### src/rtl/conv_module_with_adder.sv
// Streaming valid-region 2-D convolution: line buffers + shift window, one product stage, one adder-tree stage.
// Latency: dotproductReady pulses 2 rising edges after the edge that accepts a window's bottom-right pixel.
// Backpressure: isValid=0 freezes counters, buffers and kernel loading; issued pipeline stages still drain.
module conv_module_with_adder #(
    parameter int bitwidth    = 8,
    parameter int filterWidth = 3,
    parameter int imageWidth  = 11
) (
    input  logic                clock,
    input  logic                reset,
    input  logic [bitwidth-1:0] data_in,
    input  logic                isValid,
    input  logic [bitwidth-1:0] filter_in,
    output logic [31:0]         dotproduct,
    output logic                dotproductReady
);

    localparam int TAPS = filterWidth * filterWidth;
    localparam int CW   = $clog2(imageWidth);
    localparam int KW   = $clog2(TAPS + 1);
    localparam int PW   = 2 * bitwidth;
    localparam logic [CW-1:0] LAST = CW'(imageWidth - 1);
    localparam logic [CW-1:0] EDGE = CW'(filterWidth - 1);
    localparam logic [KW-1:0] NTAP = KW'(TAPS);

    logic [CW-1:0]       row;
    logic [CW-1:0]       col;
    logic [KW-1:0]       tap_cnt;
    logic [bitwidth-1:0] w       [TAPS];
    logic [bitwidth-1:0] lb      [filterWidth-1][imageWidth];
    logic [bitwidth-1:0] win     [filterWidth][filterWidth];
    logic [bitwidth-1:0] col_vec [filterWidth];
    logic                win_vld;
    logic [PW-1:0]       prod    [TAPS];
    logic                prod_vld;
    logic [31:0]         sum;

    // Column entering the window: buffered rows above, live pixel at the bottom.
    always_comb begin
        for (int r = 0; r < filterWidth - 1; r++) begin
            col_vec[r] = lb[r][col];
        end
        col_vec[filterWidth-1] = data_in;
    end

    always_ff @(posedge clock or posedge reset) begin
        if (reset) begin
            row     <= '0;
            col     <= '0;
            tap_cnt <= '0;
            for (int k = 0; k < TAPS; k++) begin
                w[k] <= '0;
            end
        end else if (isValid) begin
            if (tap_cnt < NTAP) begin
                w[tap_cnt] <= filter_in;
                tap_cnt    <= tap_cnt + 1'b1;
            end
            if (col == LAST) begin
                col <= '0;
                if (row == LAST) begin
                    row     <= '0;
                    tap_cnt <= '0;
                end else begin
                    row <= row + 1'b1;
                end
            end else begin
                col <= col + 1'b1;
            end
        end
    end

    always_ff @(posedge clock or posedge reset) begin
        if (reset) begin
            win_vld <= 1'b0;
            for (int r = 0; r < filterWidth - 1; r++) begin
                for (int c = 0; c < imageWidth; c++) begin
                    lb[r][c] <= '0;
                end
            end
            for (int r = 0; r < filterWidth; r++) begin
                for (int c = 0; c < filterWidth; c++) begin
                    win[r][c] <= '0;
                end
            end
        end else begin
            win_vld <= isValid && (row >= EDGE) && (col >= EDGE);
            if (isValid) begin
                // Each line-buffer slot moves up one row; the bottom slot takes the live pixel.
                for (int r = 0; r < filterWidth - 1; r++) begin
                    lb[r][col] <= col_vec[r+1];
                end
                for (int r = 0; r < filterWidth; r++) begin
                    for (int c = 0; c < filterWidth - 1; c++) begin
                        win[r][c] <= win[r][c+1];
                    end
                    win[r][filterWidth-1] <= col_vec[r];
                end
            end
        end
    end

    always_ff @(posedge clock or posedge reset) begin
        if (reset) begin
            prod_vld <= 1'b0;
            for (int k = 0; k < TAPS; k++) begin
                prod[k] <= '0;
            end
        end else begin
            prod_vld <= win_vld;
            if (win_vld) begin
                for (int k = 0; k < TAPS; k++) begin
                    prod[k] <= PW'(win[k / filterWidth][k % filterWidth]) * PW'(w[k]);
                end
            end
        end
    end

    always_comb begin
        sum = '0;
        for (int k = 0; k < TAPS; k++) begin
            sum = sum + 32'(prod[k]);
        end
    end

    always_ff @(posedge clock or posedge reset) begin
        if (reset) begin
            dotproduct      <= '0;
            dotproductReady <= 1'b0;
        end else begin
            dotproductReady <= prod_vld;
            if (prod_vld) begin
                dotproduct <= sum;
            end
        end
    end

endmodule

### config.mk
export PLATFORM = sky130hd
export DESIGN_NAME = conv_module_with_adder
export DESIGN_NICKNAME = d
export VERILOG_FILES = /design/src/rtl/conv_module_with_adder.sv
export SDC_FILE = /design/constraint.sdc
export NUM_CORES = 2
export LEC_CHECK = 0
export BUFFER_PORTS_ARGS = -buffer_cell sky130_fd_sc_hd__buf_2
export CAP_MARGIN = 20
export CELL_PAD_IN_SITES_DETAIL_PLACEMENT = 1
export CELL_PAD_IN_SITES_GLOBAL_PLACEMENT = 2
export CORE_UTILIZATION = 25
export CTS_BUF_LIST = sky130_fd_sc_hd__clkbuf_16
export CTS_CLUSTER_DIAMETER = 120
export DETAILED_ROUTE_END_ITERATION = 8
export GPL_TIMING_DRIVEN = 0
export HOLD_SLACK_MARGIN = 0.15
export PLACE_DENSITY_LB_ADDON = 0.1
export SLEW_MARGIN = 10
export SYNTH_ARGS = -nofsm -noshare
export SYNTH_HDL_FRONTEND = slang
export SYNTH_SLANG_ARGS = --single-unit
### constraint.sdc
create_clock -name clock -period 44 [get_ports clock]
set_clock_uncertainty 0.05 [all_clocks]
set_input_delay 4.4 -clock clock [delete_from_list [all_inputs] [get_ports clock]]
set_output_delay 4.4 -clock clock [all_outputs]
set_load 0.005 [all_outputs]
==> impl_metrics.json <==
{
  "htreeDepth": 3,
  "drc_errors": 0,
  "worstPathArrival_ns": 6.51,
  "yosys.area.top_type": "dfrtp_1",
  "grt_max_degree": 100,
  "grt_pass1_vias": 32200,
  "crit_chain": "buf_2 -> inv_1 -> nor2_1 -> nand2_1 -> buf_2 -> mux2_2",
  "first_pass_iters": 4,
  "endpoint_kind": "flip-flop",
  "synth_seq_area_share": 0.295,
  "synth-edff-count": 0,
  "vias": 28700,
  "die_w_um": 413,
  "grtUsageTotal": 0.171,
  "crit_required_ns": 44.52,
  "grt_pass1_wl_mm": 217,
  "placedCellCount": 6324,
  "final_util": 0.286,
  "syn_area_sq_mm": 0.0423,
  "synth_area_per_cell_sq_um": 10.4,
  "cts_sinks": 499,
  "synth.top_cell.area_share": 0.295,
  "outcome": "completed",
  "synth_cell_types": 64,
  "crit_path_top_delay_cell": "nor2_1",
  "clock_latency_ns": 0.69,
  "postCtsSetupRepairBufs": 0,
  "synth.most_common_cell": "inv_1",
  "clk_path_buf_depth": 3,
  "startpoint_type": "input port",
  "die_height_um": 413,
  "crit_top_cell": "buf_2",
  "io_pins": 52,
  "syn_to_final_growth_pct": 13.4,
  "clockRootBuffer": "clkbuf_16",
  "slowest_delay_ns": 0.56,
  "worstMarginPinSlew_ns": 1.06,
  "hold_viol_final": 0,
  "cts_tree": "built",
  "drtAntennaViolNets": 0,
  "fin_tns_setup_ns": 0,
  "synth_commonest_cells": "inv_1 (640), dfrtp_1 (499), and2_1 (437)",
  "grt-ovfl-total": 0,
  "slew_headroom": 0.270,
  "dpl.hpwl_mm": 110,
  "fmax_mhz": 167,
  "cts_resized": 0,
  "first_iter_violations": 1050,
  "coreArea_sq_mm": 0.168,
  "die_area_sq_mm": 0.171,
  "syn_inst": 4056,
  "rsz0062_at_grt": "no",
  "wl_per_cell_um": 21.8,
  "slew_viol_final": 0,
  "vias_per_cell": 4.45,
  "setup_viol": 0,
  "finalNonFillerCells": 6456,
  "cts.clk_slew.worst_paths_ns": 0.06,
  "synth_ff_type": "dfrtp_1",
  "final_nets": 4996,
  "ys_warn_count": 0,
  "fin_crit_ns": 5.99,
  "wirelength_mm": 141,
  "rows": 150,
  "synthArstFlopShare": 1.00,
  "cts_buffers": 71,
  "antenna_found_initial": 9,
  "hold_path_class": "reg2reg",
  "synth.area.top_cells": "dfrtp_1 (30%), fa_1 (21%), ha_1 (10%)",
  "holdBufCountCts": 0,
  "layout-drive-gt1-share": 0.130,
  "io_buffer_count": 38,
  "period_share": 0.136,
  "crit_type": "in2reg",
  "synth-seq-cells": 499,
  "fin_hold_ws_ns": 0.429,
  "gp_congestion": 0.794,
  "drv_cap": 0,
  "start_util": 0.253,
  "cp_max_fo": 10
}
==> path summary, 6_finish.rpt <==
path	depth (start not counted)	from	endpoint	slack, ns
worst max-delay path	6	isValid	lb[79]	38.01
worst min-delay path	2	lb[165]	lb[165]	0.43
worst max register to register	17	win[37]	prod[76]	38.80
worst min register to register	2	lb[165]	lb[165]	0.43
max in group asynchronous	4	reset	dotproduct[18]	38.59
min in group asynchronous	2	reset	w[30]	3.74
==> routing by layer <==
metal  global-route usage  wire length (um)
met1                0.240             69200
met2                0.285             66800
met3               0.0180              2650
met4               0.0326              2360
met5                    0                 0
==> final cells by class <==
cell class              instances  area (sq um)
fillers                     18900        120000
multi-input cells            2800         26900
flip-flops and latches        499         12500
well taps                    2204          2760
inverters                     642          2420
clock buffers                  71          1780
clock inverters                58           604
plain buffers                 126           586
repair buffers                 53           442
diodes                          3          7.51
==> kinds of logic after synthesis <==
group,Yosys count,share of synthesized area
multiplexers,372,0.106
AO/OA/AOI/OAI,502,0.0741
other,1,0.0000886
flip-flops,499,0.295
AND/OR/NAND/NOR,1037,0.126
buffers and inverters,768,0.0706
XOR/XNOR,93,0.0192
adder cells (fa/ha/maj),784,0.309
==> sequential cells by signal (all words and copies together) (netlist names) <==
register and count:
row 4, dotproduct 20, lb 176, tap_cnt 4
col 4, dotproductReady 1, win_vld 1, w 72
win 72, prod 144, prod_vld 1
==> worst max-delay path: cells and delay by family <==
family / cells / cell delay [ns]
buf+inv: 3 / 0.82
mux: 1 / 0.30
simple gates: 2 / 0.97
==> cell usage in the layout, fill, tap and decap left out, types with 8 or more instances in the layout <==
| master | count |
|---|---|
| inv_1 | 651 |
| dfrtp_1 | 499 |
| and2_1 | 437 |
| fa_1 | 434 |
| ha_1 | 350 |
| nand2_1 | 336 |
| mux2_2 | 306 |
| o21ai_0 | 155 |
| nor2_1 | 137 |
| a21oi_1 | 129 |
| clkbuf_1 | 81 |
| clkbuf_16 | 71 |
| xnor2_1 | 70 |
| buf_2 | 56 |
| a21o_1 | 43 |
| a211oi_1 | 38 |
| mux2i_1 | 33 |
| mux4_2 | 32 |
| nor3_1 | 26 |
| nor2b_1 | 25 |
| o31ai_1 | 25 |
| buf_4 | 23 |
| xor2_1 | 23 |
| nand3_1 | 21 |
| clkinv_1 | 20 |
| o21a_1 | 20 |
| a31oi_1 | 13 |
| conb_1 | 12 |
| o31a_1 | 11 |
| nand2b_1 | 10 |
| o21bai_1 | 10 |
| o41ai_1 | 10 |
| o2bb2ai_1 | 8 |
| clkinv_2 | 8 |
==> metrics by stage <==
stage	setup WS (ns)	cell area [sq um]
after CTS	38.05	48000
after detailed placement	37.29	45600
final	38.01	48000
after global routing	37.96	48000
after floorplan	25.62	42400
after global placement	17.11	45300
Power is not shown: default switching activity piles up to over one toggle a cycle in this logic, so the estimate is an artifact.
